## config.mk

```make
export PLATFORM = sky130hd
export DESIGN_NAME = uart_tx_flat
export DESIGN_NICKNAME = d
export VERILOG_FILES = /design/src/rtl/uart_pkg.sv /design/src/rtl/uart_tx_if.sv /design/src/rtl/uart_baud_timer.sv /design/src/rtl/uart_tx.sv /design/src/flat_wrapper.sv
export SDC_FILE = /design/constraint.sdc
export NUM_CORES = 1
export LEC_CHECK = 0
export CORE_MARGIN = 4
export CORE_UTILIZATION = 50
export CTS_BUF_LIST = sky130_fd_sc_hd__clkbuf_16
export DETAILED_ROUTE_END_ITERATION = 10
export PLACE_DENSITY_LB_ADDON = 0.2
export SLEW_MARGIN = 15
export SYNTH_ARGS = -nofsm -noshare
export SYNTH_HDL_FRONTEND = slang
export SYNTH_SLANG_ARGS = --single-unit
export TNS_END_PERCENT = 20
```

## constraint.sdc

```tcl
create_clock -name clk -period 3.7 [get_ports clk]
set_input_delay 0.555 -clock clk [delete_from_list [all_inputs] [get_ports clk]]
set_output_delay 0.555 -clock clk [all_outputs]
set_load 0.005 [all_outputs]
```

## src/rtl/uart_pkg.sv

```systemverilog
`default_nettype none
// ============================================================================
// Module      : uart_pkg
// Description : Definitions shared by the UART transmitter and receiver:
//               default clock/baud figures, the clocks-per-bit helper and
//               the line-state encoding used by both FSMs.
// Revision    : 1.0 - initial release
// ============================================================================
package uart_pkg;

    localparam int c_default_clk_hz = 12_000_000;
    localparam int c_default_baud   = 115_200;

    // Line states. Values are fixed so waveforms decode the same way in
    // every build, whether or not the parity stage is present.
    typedef enum logic [2:0] {
        ST_IDLE   = 3'd0,
        ST_START  = 3'd1,
        ST_DATA   = 3'd2,
        ST_PARITY = 3'd3,
        ST_STOP   = 3'd4
    } line_state_t;

    // Whole system-clock cycles per bit period (truncating division).
    function automatic int clks_per_bit(input int clk_hz, input int baud);
        return clk_hz / baud;
    endfunction

endpackage : uart_pkg
`default_nettype wire

```

## src/rtl/uart_tx_if.sv

```systemverilog
`default_nettype none
// ============================================================================
// Module      : uart_tx_if
// Description : Byte-input handshake of the UART transmitter.
//               in_data  - byte to transmit
//               in_valid - in_data is valid
//               in_ready - transmitter holding register is empty
//               A byte moves at a rising clock edge with in_valid && in_ready.
//               master : byte producer, slave : transmitter.
// Revision    : 1.0 - initial release
// ============================================================================
interface uart_tx_if;

    logic [7:0] in_data;
    logic       in_valid;
    logic       in_ready;

    modport master (
        output in_data,
        output in_valid,
        input  in_ready
    );

    modport slave (
        input  in_data,
        input  in_valid,
        output in_ready
    );

endinterface : uart_tx_if
`default_nettype wire

```

## src/rtl/uart_baud_timer.sv

```systemverilog
`default_nettype none
// ============================================================================
// Module      : uart_baud_timer
// Description : Bit-period timer. Counts 0..CLKS_PER_BIT-1 and wraps;
//               bit_end is high during the last cycle of each bit period.
//               restart forces the count back to 0 at the next edge.
// Ports       : clk     in  system clock
//               rst_n   in  asynchronous active-low reset
//               restart in  clear the count (state change / idle)
//               bit_end out last cycle of the current bit period
// Revision    : 1.0 - initial release
// ============================================================================
module uart_baud_timer #(
    parameter int CLKS_PER_BIT = 104
) (
    input  wire logic clk,
    input  wire logic rst_n,
    input  wire logic restart,
    output logic      bit_end
);

    // A one-cycle bit still needs a 1-bit counter to keep the vector legal.
    localparam int                 c_cnt_w = (CLKS_PER_BIT > 1) ? $clog2(CLKS_PER_BIT) : 1;
    localparam logic [c_cnt_w-1:0] c_last  = c_cnt_w'(CLKS_PER_BIT - 1);

    logic [c_cnt_w-1:0] r_cnt;

    assign bit_end = (r_cnt == c_last);

    always_ff @(posedge clk or negedge rst_n) begin
        if (!rst_n) begin
            r_cnt <= '0;
        end else if (restart || bit_end) begin
            r_cnt <= '0;
        end else begin
            r_cnt <= r_cnt + 1'b1;
        end
    end

endmodule : uart_baud_timer
`default_nettype wire

```

## src/rtl/uart_tx.sv

```systemverilog
`default_nettype none
// ============================================================================
// Module      : uart_tx
// Description : UART transmitter. Accepts bytes over a valid/ready handshake
//               into a one-entry holding register and shifts them out as
//               8N1 frames (start, 8 data bits LSB first, stop). A byte held
//               when a stop bit ends starts the next frame with no idle gap.
//               Build option: define UART_TX_PARITY_EN to insert a parity
//               bit after data bit 7 (even, or odd when PARITY_ODD = 1).
// Ports       : clk     in  system clock, rising edge
//               rst_n   in  asynchronous active-low reset
//               in_if   --  byte handshake (uart_tx_if.slave)
//               tx      out serial line, idle high, registered
//               busy    out frame in progress or byte held
//               tx_done out one-cycle pulse after each stop bit ends
// Revision    : 1.0 - initial release
// ============================================================================
module uart_tx
    import uart_pkg::*;
#(
    parameter int CLK_HZ     = c_default_clk_hz,
    parameter int BAUD       = c_default_baud,
    parameter int PARITY_ODD = 0
) (
    input  wire logic clk,
    input  wire logic rst_n,
    uart_tx_if.slave  in_if,
    output logic      tx,
    output logic      busy,
    output logic      tx_done
);

    localparam int c_clks_per_bit = clks_per_bit(CLK_HZ, BAUD);

    line_state_t r_state;
    line_state_t w_state_next;
    logic [7:0]  r_hold_data;
    logic        r_hold_full;
    logic [7:0]  r_shift;
    logic [7:0]  w_shift_next;
    logic [2:0]  r_bit_idx;
    logic [2:0]  w_bit_idx_next;
    logic        r_tx;
    logic        w_tx_next;
    logic        r_tx_done;
    logic        w_load;
    logic        w_accept;
    logic        w_bit_end;
    logic        w_restart;

    // ------------------------------------------------------------------
    // Bit timing: restart on every state change and while idle, so each
    // state begins a fresh bit period.
    // ------------------------------------------------------------------
    assign w_restart = (w_state_next != r_state) || (r_state == ST_IDLE);

    uart_baud_timer #(
        .CLKS_PER_BIT(c_clks_per_bit)
    ) u_baud_timer (
        .clk     (clk),
        .rst_n   (rst_n),
        .restart (w_restart),
        .bit_end (w_bit_end)
    );

    // Ready comes straight from the holding flag; in_valid never feeds it.
    assign w_accept       = in_if.in_valid && !r_hold_full;
    assign in_if.in_ready = !r_hold_full;

    assign tx      = r_tx;
    assign tx_done = r_tx_done;
    assign busy    = (r_state != ST_IDLE) || r_hold_full;

`ifdef UART_TX_PARITY_EN
    // Parity of the byte being shifted, captured when it is loaded.
    logic r_parity;

    always_ff @(posedge clk or negedge rst_n) begin
        if (!rst_n) begin
            r_parity <= 1'b0;
        end else if (w_load) begin
            r_parity <= (^r_hold_data) ^ (PARITY_ODD != 0);
        end
    end
`else
    // Without the parity stage PARITY_ODD selects nothing.
    if (PARITY_ODD != 0) begin : g_parity_odd_unused
    end
`endif

    // ------------------------------------------------------------------
    // Next-state logic. The line level is computed from the next state so
    // that the registered tx changes on the same edge as the state.
    // ------------------------------------------------------------------
    always_comb begin
        w_state_next   = r_state;
        w_shift_next   = r_shift;
        w_bit_idx_next = r_bit_idx;
        w_load         = 1'b0;
        w_tx_next      = 1'b1;

        case (r_state)
            ST_IDLE: begin
                if (r_hold_full) begin
                    w_load       = 1'b1;
                    w_state_next = ST_START;
                end
            end
            ST_START: begin
                if (w_bit_end) begin
                    w_state_next   = ST_DATA;
                    w_bit_idx_next = 3'd0;
                end
            end
            ST_DATA: begin
                if (w_bit_end) begin
                    w_shift_next = {1'b0, r_shift[7:1]};
                    if (r_bit_idx == 3'd7) begin
`ifdef UART_TX_PARITY_EN
                        w_state_next = ST_PARITY;
`else
                        w_state_next = ST_STOP;
`endif
                    end else begin
                        w_bit_idx_next = r_bit_idx + 3'd1;
                    end
                end
            end
`ifdef UART_TX_PARITY_EN
            ST_PARITY: begin
                if (w_bit_end) begin
                    w_state_next = ST_STOP;
                end
            end
`endif
            ST_STOP: begin
                if (w_bit_end) begin
                    if (r_hold_full) begin
                        w_load       = 1'b1;
                        w_state_next = ST_START;
                    end else begin
                        w_state_next = ST_IDLE;
                    end
                end
            end
            default: begin
                w_state_next = ST_IDLE;
            end
        endcase

        if (w_load) begin
            w_shift_next   = r_hold_data;
            w_bit_idx_next = 3'd0;
        end

        case (w_state_next)
            ST_START: w_tx_next = 1'b0;
            ST_DATA:  w_tx_next = w_shift_next[0];
`ifdef UART_TX_PARITY_EN
            ST_PARITY: w_tx_next = r_parity;
`endif
            default:  w_tx_next = 1'b1;
        endcase
    end

    // ------------------------------------------------------------------
    // State and datapath registers. Accept and load are mutually
    // exclusive: accept needs the holding register empty, load needs it
    // full.
    // ------------------------------------------------------------------
    always_ff @(posedge clk or negedge rst_n) begin
        if (!rst_n) begin
            r_state     <= ST_IDLE;
            r_hold_data <= 8'h00;
            r_hold_full <= 1'b0;
            r_shift     <= 8'h00;
            r_bit_idx   <= 3'd0;
            r_tx        <= 1'b1;
            r_tx_done   <= 1'b0;
        end else begin
            r_state   <= w_state_next;
            r_shift   <= w_shift_next;
            r_bit_idx <= w_bit_idx_next;
            r_tx      <= w_tx_next;
            r_tx_done <= (r_state == ST_STOP) && w_bit_end;
            if (w_accept) begin
                r_hold_data <= in_if.in_data;
                r_hold_full <= 1'b1;
            end else if (w_load) begin
                r_hold_full <= 1'b0;
            end
        end
    end

endmodule : uart_tx
`default_nettype wire

```

## src/flat_wrapper.sv

```systemverilog
// flat-port wrapper written by rule: the top's interface ports become plain ports
module uart_tx_flat import uart_pkg::*;
#(
    parameter int CLK_HZ     = c_default_clk_hz,
    parameter int BAUD       = c_default_baud,
    parameter int PARITY_ODD = 0
)
  (clk, rst_n, tx, busy, tx_done, in_if_in_data, in_if_in_valid, in_if_in_ready);
  uart_tx_if in_if_i ();
  input  wire logic clk;
  input  wire logic rst_n;
  output logic tx;
  output logic busy;
  output logic tx_done;
  input wire logic [$bits(in_if_i.in_data)-1:0] in_if_in_data;
  input wire logic [$bits(in_if_i.in_valid)-1:0] in_if_in_valid;
  output wire logic [$bits(in_if_i.in_ready)-1:0] in_if_in_ready;
  assign in_if_i.in_data = in_if_in_data;
  assign in_if_i.in_valid = in_if_in_valid;
  assign in_if_in_ready = in_if_i.in_ready;
  uart_tx #(.CLK_HZ(CLK_HZ), .BAUD(BAUD), .PARITY_ODD(PARITY_ODD)) u_core (.clk(clk), .rst_n(rst_n), .in_if(in_if_i), .tx(tx), .busy(busy), .tx_done(tx_done));
endmodule
```

; Yosys cells after proc, flatten, opt, wreduce, memory -nomap -nowiden
; Index checks and enable logic that the tools add are counted.
[word_totals]
reg_bits = 32
out_inout_bits = 4
[op_classes]
reduce_logical = 14
n_mux = 22
add_sub_neg = 2
n_eq_ne = 11
[op_table]
columns = operator, n
row1 = $mux W3, 9
row2 = $mux W8, 3
row3 = $pmux W3 S4, 1
row4 = $ne A3 B2 Y1 const B, 3
row5 = $add A7 B1 Y7 const B, 1
row6 = $eq A7 B7 Y1 const B, 1
row7 = $mux W7, 1
row8 = $eq A3 B1 Y1 const B, 2
row9 = $eq A3 B2 Y1 const B, 2
row10 = $eq A3 B3 Y1 const B, 2
row11 = $pmux W3 S2, 1
row12 = $reduce_bool A2 Y1, 3
row13 = $reduce_bool A3 Y1, 2
row14 = $mux W1, 5
row15 = $pmux W1 S2, 2
row16 = $reduce_and A4 Y1, 1
row17 = $add A3 B1 Y3 const B, 1
row18 = $logic_not A3 Y1, 1
row19 = $logic_or A1 B1 Y1, 3
row20 = $ne A3 B3 Y1, 1
row21 = $logic_and A1 B1 Y1, 2
row22 = $reduce_and A2 Y1, 1
row23 = $logic_not A1 Y1, 1

; Longest topological paths before layout
; Gate-level depths: netlist of the first run.
[logic_depth]
word_depth = 8
mapped_depth = 6
ltp_nobuf = 6

; Hierarchy
; From an unflattened synthesis of the first run, not the netlist that was laid out.
[hier_totals]
cells_unflattened = 148
area_unflattened_um2 = 1561.5
[by_module_without_submodules]
columns = mod, n_inst, cells_each, area_per_inst_um2
row1 = uart_tx, 1, 115, 1222.4
row2 = uart_baud_timer, 1, 33, 339.1

; Worst setup path after synthesis of the first run
; Ideal clock, no wire load.
[synth_path]
kind = flip-flop to flip-flop
from = register u_core.u_baud_timer.r_cnt[4]
to = register u_core.r_bit_idx[0]
n_path_buf = 0
required_time_ps = 3623
period_less_slack_ps = 1703
arrival_ps = 1625
stages_incl_launch_ff = 5
setup_time_ps = 77
path_slack_ps = 1997
path_cell_list = dfrtp_1 -> or3b_4 -> or3_4 -> or3_1 -> a21oi_1
[synth_between]
elab_chain_cells = 5
elab_cells_between_ends = 9
classes_between = eq/ne (4) / mux (3) / reduce/logical (2)
[synth_lines]
columns = element, line
row1 = from (decl), uart_baud_timer.sv:26  ; logic [c_cnt_w-1:0] r_cnt;
row2 = from (signal assigned), uart_baud_timer.sv:36  ; r_cnt <= r_cnt + 1'b1;
row3 = $eq A7 B7 Y1 *, uart_baud_timer.sv:28  ; assign bit_end = (r_cnt == c_last);
row4 = $mux W1, uart_tx.sv:137  ; if (w_bit_end) begin
row5 = $pmux W1 S2, uart_tx.sv:102  ; case (r_state)
row6 = $ne A3 B2 Y1 (no source line) / $reduce_bool A3 Y1 (equally long branches), n/a
row7 = $reduce_and A4 Y1 (no source line), n/a
row8 = to (signal assigned), uart_tx.sv:183  ; r_bit_idx <= w_bit_idx_next;
row9 = to (decl), uart_tx.sv:41  ; logic [2:0] r_bit_idx;
; Mark *: on every way between the ends. The rest lies on a longest branch, timed or not.
; A chain may end at the register's enable or synchronous reset.

; Worst setup path in the final report of the first run
[layout_path]
from = register u_core.r_state[0]
to = output busy
[layout_between]
elab_chain_cells = 2
[layout_lines]
columns = element, line
row1 = from (decl), uart_tx.sv:35  ; line_state_t r_state;
row2 = from (signal assigned), uart_tx.sv:181  ; r_state <= w_state_next;
row3 = $reduce_bool A3 Y1, uart_tx.sv:72  ; assign busy = (r_state != ST_IDLE) || r_hold_full;
row4 = $logic_or A1 B1 Y1, uart_tx.sv:72
row5 = to (decl), flat_wrapper.sv:13  ; output logic busy;
; No other way between the ends.

==> summary.txt, run 1 <==
Outcome
  – Status: completed

Placed design
  – Post-DP HPWL: 1970 um
  – Port bufs: 14
  – Placed cell area: 0.00164 mm^2
  – RePlAce Congestion: between 0.9 and 1

Drt
  – Vias per std cell: 5.87
  – DRT antenna net count: 0
  – Drt total wl: about 2700 um
  – Routed met1 length: 1180 um
  – Post-DR wirelength/cell: 14.7 um
  – Initial drt markers: 30
  – Met3 wire len: 141 um
  – Max Used Layer: met4
  – DRC: 0
  – Met2 Routed Length: 1320 um
  – Via count: 1069
  – Detailed Routing Iterations Pass 1: 4

STA
  – Slew Limit Fails: 0
  – Final Setup Violations: 0
  – Sum Neg Setup Slack: 0 ps
  – Max-slew headroom: 0.537
  – Final hold violations: 0
  – Max Freq: 0.464 GHz
  – WHS: 462 ps
  – Final min period: 2150 ps
  – Worst Skew: about 4.8 ps
  – Final Cycle Share: 0.582
  – RSZ-0062 raised after global routing: false
  – Slew of the pin with the lowest slew margin: 689 ps

Power and ir drop
  – P_sw: 284 uW
  – Clk network pwr share: 0.392
  – Switch share: 0.250
  – Flop pwr share: 0.446
  – Int Pwr: 854 uW
  – Worst VDD drop: 0.000517 V
  – Leak pwr: 0.804 nW
  – PwrDens: 631 mW/mm^2
  – Gate power share: 0.162

Final layout
  – Design area: 0.00180 mm^2
  – Fill cells: 206
  – Synthesis-to-finish area growth: 23.2%
  – Ant diodes: 0
  – Layout cell share with drive strength beyond 1: 0.152
  – Nets: 164

Global routing
  – Largest net degree at the start of global routing: 33
  – Vias in the first global route: ~1000
  – Initial antenna violation count: 0
  – First-pass GRT wire length: 4700 um
  – Overflow left after global routing: 0
  – GRT Total Usage: 0.151

Synthesis
  – Area of the mapped netlist: 0.00146 mm^2
  – Mux share of post-synthesis cell area: 0.0684
  – Post-Synth XOR/XNOR Area: 0.0359
  – Synth area leader: dfrtp_1
  – Async set-reset flop share out of synthesis: 1.00
  – Adder and majority gate portion of the synthesized area: 0.0256
  – Largest family of logic cells by synthesized area: simple AND/OR/NAND/NOR gates
  – Yosys warns: 0
  – Mean post-synth cell area: 11.2 um^2
  – Number of synthesized register bits: 32
  – Seq/Total Area, Yosys: 0.548
  – Dominant cell by count in the synthesized netlist: dfrtp_1
  – Post-Syn Instances: around 130
  – Post-synth cell types: 32
  – Synth cell count leaders: dfrtp_1 (31), nor2_1 (18), and3_1 (8), mux2_2 (8), nand2_1 (7)
  – Synthesized Nets: 145
  – Compound-gate portion of the synthesized area: 0.115
  – Yosys top cell area share: 0.530
  – Post-synth EDFFs: 0
  – Top_reg_cell synth: dfrtp_1
  – Top cells by area, synth: dfrtp_1 (53%), mux2_2 (6.2%), nor2_1 (4.6%)
  – Simple-gate share of the synthesized area: 0.190

CTS
  – Hold Buf Count CTS: 0
  – CTS Root Cell: clkbuf_16
  – Clock buffer depth: 2
  – PostCTS Resize Cnt: 0
  – CTS sink cnt: 32
  – Insertion delay of the later-clocked pin in the worst-skew pair: 270 ps
  – H-tree levels: 2
  – Post-CTS Setup Inserts: 0
  – CTS Buf Count: 5
  – CTS tree: yes
  – Clock transition at path regs: 50 ps

Die
  – Io pins: 15
  – Die span in x: 62.1 um
  – Vert. Die Dim: between 60 and 70 um
  – Site row count: 19
  – Die area: 0.00386 mm^2
  – Core Area: 0.00278 mm^2
  – Initial Utilization: 0.526

Hold path
  – HP Class: register to register

Worst setup path
  – Worst path bufs/invs: 1
  – Worst EP required: approximately 3100 ps
  – Startpoint types: register
  – Cell Chain, Critical Path: nor2_1, nand3_1, clkdlybuf4s50_1
  – CP arrival: 1600 ps
  – Worst Setup End Kind: primary output
  – Slowest cell on the critical path: dfrtp_1
  – Critical path's top delay family: flip-flops
  – Max FO, Critical Path: 12
  – CP max stage delay: 510 ps
  – Crit path kind: register to primary output

Run
  – Max Cap Violations: 0
-- power by group through the flow --
stage | registers, mW | logic (mW) | clock network (mW)
floorplan | 0.492 | 0.145 | 0
detailed placement | 0.512 | 0.187 | 0
global placement | 0.508 | 0.177 | 0
global route | 0.521 | 0.215 | 0.471
CTS | 0.509 | 0.188 | 0.454
finish | 0.508 | 0.184 | 0.446
-- path summary, 6_finish.rpt --
path / from / to / slack (ps) / depth (start not counted)
worst max-delay path: u_core.r_state[0]$_DFF_PN0_ / busy / 1550 / 3
worst min-delay path: u_core.u_baud_timer.r_cnt[0]$_DFF_PN0_ / u_core.u_baud_timer.r_cnt[0]$_DFF_PN0_ / 460 / 1
worst max register to register: u_core.r_state[0]$_DFF_PN0_ / u_core.r_shift[4]$_DFFE_PN0P_ / 1710 / 4
worst min register to register: u_core.u_baud_timer.r_cnt[0]$_DFF_PN0_ / u_core.u_baud_timer.r_cnt[0]$_DFF_PN0_ / 460 / 1
max in group asynchronous: rst_n / u_core.tx$_DFF_PN1_ / 2700 / 2
min in group asynchronous: rst_n / u_core.tx_done$_DFF_PN0_ / 670 / 2
-- metal layers --
layer / vias to the layer above / global-route usage
met5: - / 0
met4: 0 / 0.0623
met3: 5 / 0.0505
met2: 28 / 0.240
met1: 524 / 0.188
li1: 512 / -
-- stage by stage --
stage,power [mW],utilization,cells,setup slack (ps)
after floorplan,0.637,-,131,2000
after global placement,0.686,0.589,174,1660
after detailed placement,0.700,0.589,174,1590
after CTS,1.15,0.648,182,1560
after global routing,1.21,0.648,182,1480
final,1.14,0.648,182,1550
-- flip-flops by register name, summed over array words and instances (netlist names) --
| signal | flops |
|---|---|
| u_core.tx_done | 1 |
| u_core.r_hold_data | 8 |
| u_core.r_shift | 8 |
| u_core.r_bit_idx | 3 |
| u_core.r_hold_full | 1 |
| u_core.r_state | 3 |
| u_core.u_baud_timer.r_cnt | 7 |
| u_core.tx | 1 |
-- layout make-up --
cell class / count / area [um^2] / share of cell area
clock inverter: 3 / 38.8 / 0.0215
sequential: 32 / 802 / 0.445
tap: 31 / 38.8 / 0.0215
multi-input combinational: 92 / 636 / 0.353
timing repair buffer: 15 / 148 / 0.0819
inverter: 4 / 15.0 / 0.00833
clock buffer: 5 / 125 / 0.0694
-- cells by family (layout without fill, tap and decap cells) --
group | count (synthesis) | in the layout
flops | 32 | 32
buf+inv | 7 | 27
xor+xnor | 6 | 6
fa+ha+maj | 3 | 3
compound gates | 22 | 22
mux | 9 | 9
simple gates | 52 | 52
-- placed cells by master (no fill, tap or decap), types with 3 or more instances in the layout --
cell type,synthesis,layout
dfrtp_1,31,31
nor2_1,18,18
clkdlybuf4s50_1,0,14
and3_1,8,8
mux2_2,8,8
nand2_1,7,7
nand3_1,6,6
a221o_1,6,6
inv_1,4,5
a21oi_1,5,5
clkbuf_16,0,5
nor2b_1,3,3
nor3_1,3,3
xor2_1,3,3
xnor2_1,3,3
ha_1,3,3
No activity file was read; power rests on OpenSTA's default activity.
==> inputs of run 2 (changes only) <==
Settings changed: CORE_UTILIZATION 50 to 49.
Clock period 3.7 ns to 1.8 ns, I/O delays scaled along.
==> summary.txt, run 2 (synthesized netlist as in run 1, its figures left out) <==
Drt
  – Detailed Routing Iterations Pass 1: 4
  – DRT antenna net count: 0
  – Drt total wl: 2950 um
  – Initial drt markers: 46
  – Vias per std cell: about 5.8
  – DRC: 0
  – Post-DR wirelength/cell: roughly 15 um
  – Via count: 1112

STA
  – Max-slew headroom: 0.642
  – Final hold violations: 0
  – RSZ-0062 raised after global routing: true
  – Setup ws final: 46.6 ps
  – Slew Limit Fails: 0
  – Final min period: between 1500 and 2000 ps
  – Max Freq: 0.570 GHz
  – Final Setup Violations: 0
  – Slew of the pin with the lowest slew margin: 535 ps
  – Final Cycle Share: 0.974
  – Worst Skew: 3.69 ps

Power and ir drop
  – Clk network pwr share: 0.342
  – Int Pwr: 1.65 mW
  – Total power draw: 2.25 mW
  – Leak pwr: 0.864 nW
  – PwrDens: 1190 mW/mm^2
  – Worst VDD drop: 0.000926 V
  – Gate power share: 0.200
  – P_sw: 607 uW
  – Switch share: 0.269
  – Flop pwr share: 0.458

CTS
  – CTS sink cnt: 32
  – Insertion delay of the later-clocked pin in the worst-skew pair: 270 ps
  – Clock buffer depth: 2
  – Clock transition at path regs: 50 ps
  – CTS Root Cell: clkbuf_16
  – CTS tree: yes
  – H-tree levels: 2
  – CTS Buf Count: 5

Worst setup path
  – CP max stage delay: 430 ps
  – Startpoint types: register
  – R2R depth: 4
  – Cell Chain, Critical Path: or3b_4, or3_4, or3_1, a21oi_1
  – FF-to-FF setup slack: 50 ps
  – Worst path bufs/invs: 0
  – Critical path's top delay family: simple AND/OR/NAND/NOR gates
  – Crit path kind: register to register
  – CP arrival: roughly 2000 ps
  – Max FO, Critical Path: 4
  – Worst EP required: 2000 ps
  – Slowest cell on the critical path: or3b_4
  – Worst Setup End Kind: register
  – Reg2reg end: u_core.r_bit_idx[0]$_DFFE_PN0P_
  – Reg2reg start: u_core.u_baud_timer.r_cnt[4]$_DFF_PN0_

Placed design
  – Post-DP HPWL: between 2000 and 2500 um
  – Port bufs: 14
  – RePlAce Congestion: 0.768
  – Setup WS pre-CTS: about 44 ps

Final layout
  – Seq. cell area: 802 um^2
  – Area of the multi-input gates: 673 um^2
  – Nets: about 180
  – Most frequent cells in the layout: dfrtp_1 (31), nor2_1 (16), clkdlybuf4s50_1 (13)
  – Synthesis-to-finish area growth: 29.7%
  – Most common cell after layout, fill and taps aside: dfrtp_1
  – Layout cell share with drive strength beyond 1: 0.248
  – Largest registers: u_core.r_hold_data x8, u_core.r_shift x8, u_core.u_baud_timer.r_cnt x7
  – Ant diodes: 0
  – Fill cells: 231

Outcome
  – Status: completed

Global routing
  – GRT Total Usage: 0.173
  – First-pass GRT wire length: ~5200 um
  – Vias in the first global route: ~1100
  – Largest net degree at the start of global routing: 33
  – Overflow left after global routing: 0
  – Initial antenna violation count: 0

Die
  – Die area: 0.00393 mm^2
  – Io pins: 15
  – Core Area: approximately 0.0028 mm^2
  – Vert. Die Dim: 62.7 um
  – Site row count: 19
  – Initial Utilization: 0.522
  – Die span in x: 62.7 um

Hold path
  – HP Class: input port to async pin

Run
  – Max Cap Violations: 0
## run 2: worst max-delay path by stage
stage,from,endpoint,slack [ps],cells past startpoint
finish,u_core.u_baud_timer.r_cnt[4]$_DFF_PN0_,u_core.r_bit_idx[0]$_DFFE_PN0P_,50,4
global route,u_core.u_baud_timer.r_cnt[4]$_DFF_PN0_,u_core.r_bit_idx[0]$_DFFE_PN0P_,-30,4
CTS,u_core.r_state[0]$_DFF_PN0_,busy,4,4
detailed placement,u_core.u_baud_timer.r_cnt[0]$_DFF_PN0_,u_core.r_bit_idx[0]$_DFFE_PN0P_,40,5
global placement,u_core.u_baud_timer.r_cnt[4]$_DFF_PN0_,u_core.r_bit_idx[0]$_DFFE_PN0P_,70,4
floorplan,u_core.u_baud_timer.r_cnt[4]$_DFF_PN0_,u_core.r_bit_idx[0]$_DFFE_PN0P_,100,4
## run 2: worst register-to-register path, cell delays in order, from the launching register on
cell and delay [ps]:
dfrtp_1 400, or3b_4 430, or3_4 390, or3_1 310, a21oi_1 150
## run 2: layout make-up
class	instances	share of cell area
clock buffers	5	0.0659
clock inverters	2	0.00461
inverters	4	0.00791
multi-input cells	92	0.354
flip-flops and latches	32	0.422
well taps	31	0.0204
repair buffers	26	0.125
## run 2: what timing repair did
item                       in CTS  in global routing
setup endpoints to repair       1                 15
gates resized for setup         1                 11
hold buffers                    0                  0
buffers inserted                0                  1
pin swaps                       0                  2
## run 2: power by group through the flow
stage | clock (mW) | combinational (mW) | sequential (mW)
6_report | 0.771 | 0.452 | 1.03
5_1_grt | 0.820 | 0.520 | 1.06
2_1_floorplan | 0 | 0.298 | 1.01
3_5_place_dp | 0 | 0.424 | 1.04
3_3_place_gp | 0 | 0.403 | 1.03
4_1_cts | 0.783 | 0.424 | 1.03
## run 2: metal layers
metal / wire length, um / vias to the layer above / global-route usage
met5: 0 / - / 0
met4: 72 / 0 / 0.0964
met3: 171 / 10 / 0.0809
met2: 1380 / 37 / 0.254
met1: 1320 / 532 / 0.209
li1: - / 533 / -
## run 2: per-stage QoR
stage	hold slack, ps	TNS (ps)	util	cells	instance area, um^2
floorplan	-25.6	0	-	131	1460
global placement	445	0	0.611	184	1710
detailed placement	457	0	0.611	184	1710
CTS	419	0	0.660	191	1850
global route	443	-25.9	0.677	192	1900
finish	395	0	0.677	192	1900
